<file path="config.mk">
export PLATFORM = sky130hd
export DESIGN_NAME = darkbus_arbiter
export DESIGN_NICKNAME = d
export VERILOG_FILES = /design/src/rtl/darkbus_arbiter.sv
export SDC_FILE = /design/constraint.sdc
export NUM_CORES = 1
export LEC_CHECK = 0
export ABC_AREA = 1
export CAP_MARGIN = 20
export CORE_AREA = 2 2 124 126
export DETAILED_ROUTE_END_ITERATION = 10
export DIE_AREA = 0 0 126 128
export GPL_TIMING_DRIVEN = 0
export PLACE_DENSITY = 0.57
export SYNTH_ARGS = -nofsm -noshare
export SYNTH_HDL_FRONTEND = slang
export SYNTH_SLANG_ARGS = --single-unit
</file>
<file path="constraint.sdc">
create_clock -name CLK -period 2.4 [get_ports CLK]
set_input_delay 0.36 -clock CLK [delete_from_list [all_inputs] [get_ports CLK]]
set_output_delay 0.36 -clock CLK [all_outputs]
set_load 0.02 [all_outputs]
</file>
<file path="src/rtl/darkbus_arbiter.sv">
// Two-provider round-robin arbiter in front of a single darkbus consumer.
// The owner's strobes pass straight through, and an acknowledge timeout can abort a stalled transfer.
module darkbus_arbiter #(
    parameter int          TIMEOUT = 255,
    parameter logic [31:0] ERRDATA = 32'hFFFF_FFFF
) (
    input  logic        CLK,
    input  logic        RESn,
    input  logic        P0_EN,
    input  logic        P0_RE,
    input  logic        P0_WE,
    input  logic [3:0]  P0_BE,
    input  logic [31:0] P0_ADDR,
    input  logic [31:0] P0_WDATA,
    output logic [31:0] P0_RDATA,
    output logic        P0_RACK,
    output logic        P0_WACK,
    output logic        P0_ERR,
    input  logic        P1_EN,
    input  logic        P1_RE,
    input  logic        P1_WE,
    input  logic [3:0]  P1_BE,
    input  logic [31:0] P1_ADDR,
    input  logic [31:0] P1_WDATA,
    output logic [31:0] P1_RDATA,
    output logic        P1_RACK,
    output logic        P1_WACK,
    output logic        P1_ERR,
    output logic        C_EN,
    output logic        C_RE,
    output logic        C_WE,
    output logic [3:0]  C_BE,
    output logic [31:0] C_ADDR,
    output logic [31:0] C_WDATA,
    input  logic [31:0] C_RDATA,
    input  logic        C_RACK,
    input  logic        C_WACK,
    output logic [1:0]  GNT
);

    localparam int CNT_W = ($clog2(TIMEOUT + 1) > 8) ? $clog2(TIMEOUT + 1) : 8;
    localparam logic [CNT_W-1:0] TOUT_VAL = CNT_W'(TIMEOUT);
    localparam logic [CNT_W-1:0] CNT_MAX  = {CNT_W{1'b1}};
    localparam logic             TOUT_ON  = (TIMEOUT != 32'sd0);

    localparam logic [1:0] ST_IDLE = 2'd0;
    localparam logic [1:0] ST_BUSY = 2'd1;
    localparam logic [1:0] ST_TOUT = 2'd2;

    logic [1:0]       state_r, state_nxt_s;
    logic [1:0]       owner_r, owner_nxt_s;
    logic             last_r, last_nxt_s;
    logic [CNT_W-1:0] cnt_r, cnt_nxt_s, cnt_inc_s;

    logic        req0_s, req1_s, ack_s, abort_s, tout_hit_s;
    logic        own_en_s, own_re_s, own_we_s;
    logic [3:0]  own_be_s;
    logic [31:0] own_addr_s, own_wdata_s;

    assign req0_s     = P0_EN & (P0_RE | P0_WE);
    assign req1_s     = P1_EN & (P1_RE | P1_WE);
    assign ack_s      = C_RACK | C_WACK;
    assign abort_s    = (state_r == ST_BUSY) & ~own_en_s;
    // The counter is compared after incrementing, so TIMEOUT counts whole BUSY cycles.
    assign cnt_inc_s  = (cnt_r == CNT_MAX) ? cnt_r : cnt_r + CNT_W'(1);
    assign tout_hit_s = TOUT_ON & (cnt_inc_s == TOUT_VAL);

    // Select the current owner's request signals.
    always_comb begin
        own_en_s    = 1'b0;
        own_re_s    = 1'b0;
        own_we_s    = 1'b0;
        own_be_s    = 4'h0;
        own_addr_s  = 32'h0;
        own_wdata_s = 32'h0;
        case (owner_r)
            2'b01: begin
                own_en_s    = P0_EN;
                own_re_s    = P0_RE;
                own_we_s    = P0_WE;
                own_be_s    = P0_BE;
                own_addr_s  = P0_ADDR;
                own_wdata_s = P0_WDATA;
            end
            2'b10: begin
                own_en_s    = P1_EN;
                own_re_s    = P1_RE;
                own_we_s    = P1_WE;
                own_be_s    = P1_BE;
                own_addr_s  = P1_ADDR;
                own_wdata_s = P1_WDATA;
            end
            default: begin
                own_en_s = 1'b0;
            end
        endcase
    end

    // Next-state logic: arbitration, completion, abort and timeout.
    always_comb begin
        state_nxt_s = state_r;
        owner_nxt_s = owner_r;
        last_nxt_s  = last_r;
        cnt_nxt_s   = cnt_r;
        case (state_r)
            ST_IDLE: begin
                cnt_nxt_s = {CNT_W{1'b0}};
                if (req0_s & req1_s) begin
                    owner_nxt_s = last_r ? 2'b01 : 2'b10;
                    state_nxt_s = ST_BUSY;
                end else if (req0_s) begin
                    owner_nxt_s = 2'b01;
                    state_nxt_s = ST_BUSY;
                end else if (req1_s) begin
                    owner_nxt_s = 2'b10;
                    state_nxt_s = ST_BUSY;
                end else begin
                    owner_nxt_s = 2'b00;
                    state_nxt_s = ST_IDLE;
                end
            end
            ST_BUSY: begin
                if (abort_s | ack_s) begin
                    state_nxt_s = ST_IDLE;
                    last_nxt_s  = owner_r[1];
                    owner_nxt_s = 2'b00;
                    cnt_nxt_s   = {CNT_W{1'b0}};
                end else if (tout_hit_s) begin
                    state_nxt_s = ST_TOUT;
                    cnt_nxt_s   = cnt_inc_s;
                end else begin
                    cnt_nxt_s = cnt_inc_s;
                end
            end
            ST_TOUT: begin
                state_nxt_s = ST_IDLE;
                last_nxt_s  = owner_r[1];
                owner_nxt_s = 2'b00;
                cnt_nxt_s   = {CNT_W{1'b0}};
            end
            default: begin
                state_nxt_s = ST_IDLE;
                owner_nxt_s = 2'b00;
                last_nxt_s  = 1'b1;
                cnt_nxt_s   = {CNT_W{1'b0}};
            end
        endcase
    end

    // State registers; LAST resets to P1 so P0 wins the first tie.
    always_ff @(posedge CLK or negedge RESn) begin
        if (!RESn) begin
            state_r <= ST_IDLE;
            owner_r <= 2'b00;
            last_r  <= 1'b1;
            cnt_r   <= {CNT_W{1'b0}};
        end else begin
            state_r <= state_nxt_s;
            owner_r <= owner_nxt_s;
            last_r  <= last_nxt_s;
            cnt_r   <= cnt_nxt_s;
        end
    end

    // Output routing; everything idles at zero outside BUSY/TOUT.
    always_comb begin
        C_EN     = 1'b0;
        C_RE     = 1'b0;
        C_WE     = 1'b0;
        C_BE     = 4'h0;
        C_ADDR   = 32'h0;
        C_WDATA  = 32'h0;
        P0_RDATA = 32'h0;
        P0_RACK  = 1'b0;
        P0_WACK  = 1'b0;
        P0_ERR   = 1'b0;
        P1_RDATA = 32'h0;
        P1_RACK  = 1'b0;
        P1_WACK  = 1'b0;
        P1_ERR   = 1'b0;
        GNT      = 2'b00;
        case (state_r)
            ST_BUSY: begin
                GNT = owner_r;
                if (own_en_s) begin
                    C_EN    = 1'b1;
                    C_RE    = own_re_s;
                    C_WE    = own_we_s;
                    C_BE    = own_be_s;
                    C_ADDR  = own_addr_s;
                    C_WDATA = own_wdata_s;
                    if (owner_r == 2'b01) begin
                        P0_RACK  = C_RACK;
                        P0_WACK  = C_WACK;
                        P0_RDATA = C_RDATA;
                    end else if (owner_r == 2'b10) begin
                        P1_RACK  = C_RACK;
                        P1_WACK  = C_WACK;
                        P1_RDATA = C_RDATA;
                    end else begin
                        P0_RACK = 1'b0;
                    end
                end else begin
                    C_EN = 1'b0;
                end
            end
            ST_TOUT: begin
                GNT = owner_r;
                if (owner_r == 2'b01) begin
                    P0_ERR   = 1'b1;
                    P0_RACK  = P0_RE;
                    P0_WACK  = P0_WE;
                    P0_RDATA = ERRDATA;
                end else if (owner_r == 2'b10) begin
                    P1_ERR   = 1'b1;
                    P1_RACK  = P1_RE;
                    P1_WACK  = P1_WE;
                    P1_RDATA = ERRDATA;
                end else begin
                    P0_ERR = 1'b0;
                end
            end
            default: begin
                GNT = 2'b00;
            end
        endcase
    end

endmodule

</file>
==> results of run 1 <==
[synthesized netlist by cell type]
cell type and count:
nand2_1 248, a21oi_1 147, clkbuf_1 34, inv_1 21, dfrtp_1 12, nand3_1 11, nor2_1 9, ha_1 6
o21ai_0 4, buf_2 3, buf_4 3, buf_6 3, o21bai_1 3, nand2_2 2, nor2_2 2, nor2_4 2
o21ai_1 2, xor2_1 2, a22o_2 1, clkinv_1 1, dfstp_2 1, inv_2 1, nand3_4 1, nand4_1 1
o211ai_1 1, xnor2_1 1
[layer usage]
metal / wire [µm] / track usage (%)
met1: 7260 / 25.2
met2: 8290 / 33.1
met3: 1550 / 5.59
met4: 178 / 2.59
met5: 0 / 0
[kinds of logic after synthesis]
| family | Yosys count |
|---|---|
| DFF | 13 |
| adders and majority gates | 6 |
| xor gates and xnor gates | 3 |
| buffers and inverters | 66 |
| AOI/OAI and AO/OA | 158 |
| and+or+nand+nor | 276 |
[flip-flops by register name, summed over array words and instances (netlist names)]
register / count
owner_r: 2
last_r: 1
state_r: 2
cnt_r: 8
[report_power, final]
group | internal, mW | total (mW) | switching, mW
Sequential | 0.235 | 0.245 | 0.0102
Clock | 0.224 | 0.315 | 0.0911
Combinational | 0.396 | 0.743 | 0.347
Total | 0.855 | 1.30 | 0.448
[worst paths after layout]
check	start	end	slack (ps)	cells after the start
max in group asynchronous	RESn	owner_r[0]	1460	1
min in group CLK	last_r	last_r	500	2
max	owner_r[0]	P0_RDATA[8]	-30	11
min reg2reg	last_r	last_r	500	2
max reg2reg	owner_r[0]	owner_r[1]	580	9
min	RESn	cnt_r[1]	500	1
[critical path, cell delays in order, from the launching register on]
cell and delay [ps]:
dfrtp_2 420, buf_6 120, ha_4 180, a22o_4 230, nand3_4 130, nor2_4 60
buf_12 120, buf_8 120, buf_4 140, nand2_1 80, a21oi_2 70, buf_6 150
[metrics by stage]
step	setup WS (ps)	hold WS [ps]	std cells	setup TNS (ps)	instance area (µm²)
2_1_floorplan	286	64.4	522	0	2610
3_3_place_gp	-605	505	1030	-53770	6050
3_5_place_dp	-602	505	1030	-53000	6050
4_1_cts	-99.1	511	1050	-1800	6250
5_1_grt	-112	537	1049	-2040	6420
6_report	-32.3	504	1051	-64.5	6430
[layout make-up]
cell class              instances  area share (%)
repair buffers                338            50.9
multi-input cells             443            33.1
flip-flops and latches         13            5.10
plain buffers                  40            4.61
well taps                     188            3.66
inverters                      23            1.34
clock buffers                   4            1.23
diodes                          2          0.0779
[timing repair]
action / CTS / global route
hold buffers: 0 / 0
resized for setup: 541 / 133
endpoints found under the setup margin: 141 / 136
hold endpoints to repair: 0 / 0
cloned: 2 / 1
setup buffers: 14 / 1
pin swaps: 4 / 8
==> reports/results.ini, run 1 <==
[route]
routedWlPerCell_um = 16.4
first_pass_iters = 5
drc = 0
viasPerCell = 4.43
ant_nets = 0
dr_total_vias = 4658
dr.first_iter.drc_count = 215
routed_wl_um = 17300

[grt]
grt_pass1_wl_um = 25300
track_usage_pct = 19.5
grt_max_degree = 14
grt_overflow = 0
antenna_found_initial = 3
grt_pass1_vias = 4361

[yosys]
yosys.area_share.simple_pct = 41.8
synth_adder_area_share_pct = 2.88
yosysUniqueCellTypes = 26
synth.avg_cell_area_um2 = 5.00
ys_ff_latch = 13
post_synth_instance_area_um2 = 2610
seq_area_frac_synth_pct = 12.5
yosys_warnings = 0
synth_top_family_by_area = simple AND/OR/NAND/NOR gates
syn-instance-count = 522
synth_top_cell_by_area = nand2_1
synth-xor-area-share_pct = 1.01
synth_nets = 706
synth.area.top_cells = nand2_1 (36%), a21oi_1 (28%), dfrtp_1 (12%)
synth_top_area_share_pct = 35.7
synthMuxAreaShare_pct = 0
synth-compound-area-share_pct = 30.9

[timing]
fin_crit_sh_pct = 101
setup_slack_ps = -32.3
max_freq_mhz = 411
period_minus_slack_ps = 2430
drv_slew = 0
setup_viol = 4
finClkSkew_ps = 2.40
rsz0062_at_grt = yes
hold_viol = 0
tightest_slew_ps = 609
relSlewSlack_pct = 59.3

[layout]
register_area_um2 = 328
final_cell_mix = nand2_1 (243), clkdlybuf4s50_1 (179), a21oi_1 (122)
nFillCells = 1635
final_util_pct = 43.2
area_delta_synth_final_pct = 146
nNetsFinal = 1046
final_common_cell = nand2_1
multi_input_area_um2 = 2130
final_layout_size_suffix_gt1_share_pct = 27.2

[outcome]
status = complete, but fails checks
violations = setup timing

[clock_tree]
h-tree-depth = 1
root_buffer = clkbuf_16
clk_latency_ps = 240
clkTransAtPathRegs_ps = 40
cts_buffers = 3
clock_path_buffers = 2
cts_tree = yes
cts_sinks = 13

[placement]
dp_hpwl_um = 13900
io_buffers = 320
gp_congestion = 0.842

[worst_setup_path]
criticalPathCategory = register to output port
crit_fanout = 5
critical_path_arrival_ps = 2070
end_kind = output port
start_kind = register
crit_required_ps = 2040

[job]
drv_cap = 0

[die]
core.rowCount = 45
dieArea_um2 = 16100
pin_count = 321
die_h_um = 128
core_area_um2 = 14900
die_x_um = 126
initial_utilization_pct = 17.6

[pwr]
finalPower_mw = 1.30
max-vdd-ir-drop_uv = 165
leakage_nw = 2.48
p_per_area_nw_per_um2 = 203

[min_path]
hold_path.class = input pin to async pin

No activity file was read; power rests on OpenSTA's default activity.
==> inputs of run 2 (changes only) <==
--- a/config.mk
+++ b/config.mk
@@ -7,11 +7,13 @@
 export LEC_CHECK = 0
 export ABC_AREA = 1
 export CAP_MARGIN = 20
-export CORE_AREA = 2 2 124 126
+export CELL_PAD_IN_SITES_DETAIL_PLACEMENT = 1
+export CELL_PAD_IN_SITES_GLOBAL_PLACEMENT = 1
+export CORE_AREA = 2 2 135 137
 export DETAILED_ROUTE_END_ITERATION = 10
-export DIE_AREA = 0 0 126 128
+export DIE_AREA = 0 0 137 139
 export GPL_TIMING_DRIVEN = 0
-export PLACE_DENSITY = 0.57
+export PLACE_DENSITY = 0.82
 export SYNTH_ARGS = -nofsm -noshare
 export SYNTH_HDL_FRONTEND = slang
 export SYNTH_SLANG_ARGS = --single-unit
==> reports/results.ini, run 2 (same netlist as run 1, synthesis figures left out) <==
[outcome]
status = complete, but fails checks
violations = setup timing

[timing]
fin_crit_sh_pct = 102  ; +0.89 points
setup_slack_ps = -53.8  ; -21.4 ps
whs_ps = 511  ; +7.15 ps
drv_slew = 0  ; unchanged
tightest_slew_ps = 635  ; +25.4 ps
setup_viol = 31  ; +27
finalSetupTns_ps = -643  ; -579 ps
hold_viol = 0  ; unchanged
rsz0062_at_grt = yes
finClkSkew_ps = 3.08  ; +0.676 ps
period_minus_slack_ps = 2450  ; +21.4 ps
relSlewSlack_pct = 57.6  ; -1.7 points
max_freq_mhz = 408  ; -0.87%

[layout]
multi_input_area_um2 = 2680  ; +26%
fin_cells = 1106  ; +5.2%
reg_top3 = cnt_r: 8 flops, owner_r: 2 flops, state_r: 2 flops
final_util_pct = 40.3  ; -3.0 points
fin_area_um2 = 7110  ; +11%
area_delta_synth_final_pct = 173
register_area_um2 = 328  ; unchanged
nNetsFinal = 1061  ; +1.4%
final_cell_mix = nand2_1 (190), clkdlybuf4s50_1 (179), a21oi_1 (80)
nFillCells = 2187  ; +34%
top_register = cnt_r
final_layout_size_suffix_gt1_share_pct = 40.0  ; +13 points
final_common_cell = nand2_1
largest_reg_flops = 8  ; unchanged

[die]
core.rowCount = 49  ; +8.9%
die_x_um = 137  ; +8.7%
pin_count = 321  ; unchanged
core_area_um2 = 17700  ; +19%
die_h_um = 139  ; +8.6%
dieArea_um2 = 19000  ; +18%
initial_utilization_pct = 14.8  ; -2.8 points

[clock_tree]
clkTransAtPathRegs_ps = 50  ; about the same
cts_hold_buf = 0  ; unchanged
cts_sinks = 13  ; unchanged
cts_tree = yes
cts_buffers = 3  ; unchanged
root_buffer = clkbuf_16
clock_path_buffers = 2  ; unchanged
clk_latency_ps = 240  ; about the same
h-tree-depth = 1  ; unchanged

[worst_setup_path]
end_kind = output port
reg2regPathDepth = 10  ; +1
criticalPathCategory = register to output port
critical_path_arrival_ps = 2090  ; +20 ps
r2r-start = owner_r[1]
r2r_end = owner_r[1]
crit_fanout = 5  ; unchanged
crit_required_ps = 2040  ; about the same
r2r_slack_ps = 420  ; -160 ps
start_kind = register

[grt]
grt_pass1_vias = 5088  ; +17%
antenna_found_initial = 1  ; -2
track_usage_pct = 18.6  ; -0.85 points
grt_pass1_wl_um = 28000  ; +11%
grt_overflow = 0  ; unchanged
grt_max_degree = 14  ; unchanged

[min_path]
hold_path.class = input pin to async pin

[placement]
gp_congestion = 0.817  ; -2.9%
dp_cells = 1071  ; +4.0%
pre_cts_slack_ps = -645  ; -43.0 ps
dp_hpwl_um = 14700  ; +5.9%
place_area_um2 = 6100  ; +0.85%
io_buffers = 320  ; unchanged

[pwr]
max-vdd-ir-drop_uv = 161  ; -2.6%
leakage_nw = 2.95  ; +19%
p_per_area_nw_per_um2 = 196  ; -3.1%
finalPower_mw = 1.40  ; +7.2%

[route]
ant_nets = 0  ; unchanged
dr.first_iter.drc_count = 168  ; -22%
dr_total_vias = 4911  ; +5.4%
first_pass_iters = 4  ; -1
viasPerCell = 4.44  ; +0.19%
routed_wl_um = 19600  ; +13%
routedWlPerCell_um = 17.7  ; +7.6%
drc = 0  ; unchanged

[job]
drv_cap = 0  ; unchanged

run 2: how the worst max path moves through the flow:
stage,start,endpoint,slack [ps],cells past startpoint
floorplan,owner_r[1],P0_RDATA[10],290,9
global placement,owner_r[1],P1_RDATA[13],-630,10
detailed placement,owner_r[1],P1_RDATA[13],-640,10
CTS,owner_r[1],P1_RDATA[26],-140,12
global route,owner_r[1],P0_RDATA[30],-140,11
finish,owner_r[1],P0_RDATA[19],-50,11
run 2: final cells by class:
type | count | share of cell area, %
buffer | 40 | 4.34
tap | 229 | 4.03
timing repair buffer | 352 | 47.0
antenna | 1 | 0.0352
multi-input combinational | 444 | 37.6
clock buffer | 4 | 1.11
sequential | 13 | 4.61
inverter | 23 | 1.25
run 2: per-layer routing:
layer	up-vias	GRT usage, %	part of all wire, %
met5	-	0	0
met4	0	2.98	1.1
met3	14	3.98	6.8
met2	172	34.3	52
met1	2321	22.2	40
li1	2404	-	-
run 2: critical path, stage by stage (launching register included):
cell,delay (ps)
dfrtp_1,420
inv_2,100
ha_4,180
a22o_4,160
nand3_4,120
nor2_4,150
buf_6,120
buf_6,110
buf_6,130
nand2_2,60
a21oi_2,150
buf_4,160
run 2: report_power, final:
group	total [mW]	internal (mW)	switching [mW]
logic	0.835	0.410	0.425
registers	0.247	0.235	0.0118
clock network	0.315	0.224	0.0915
total	1.40	0.870	0.528
run 2: repair_timing:
| action | in CTS | in global routing |
|---|---|---|
| setup buffers | 25 | 4 |
| pin swaps | 18 | 49 |
| endpoints found under the setup margin | 141 | 134 |
| resized for setup | 636 | 237 |
| gates cloned | 6 | 1 |
| hold endpoints to repair | 0 | 0 |
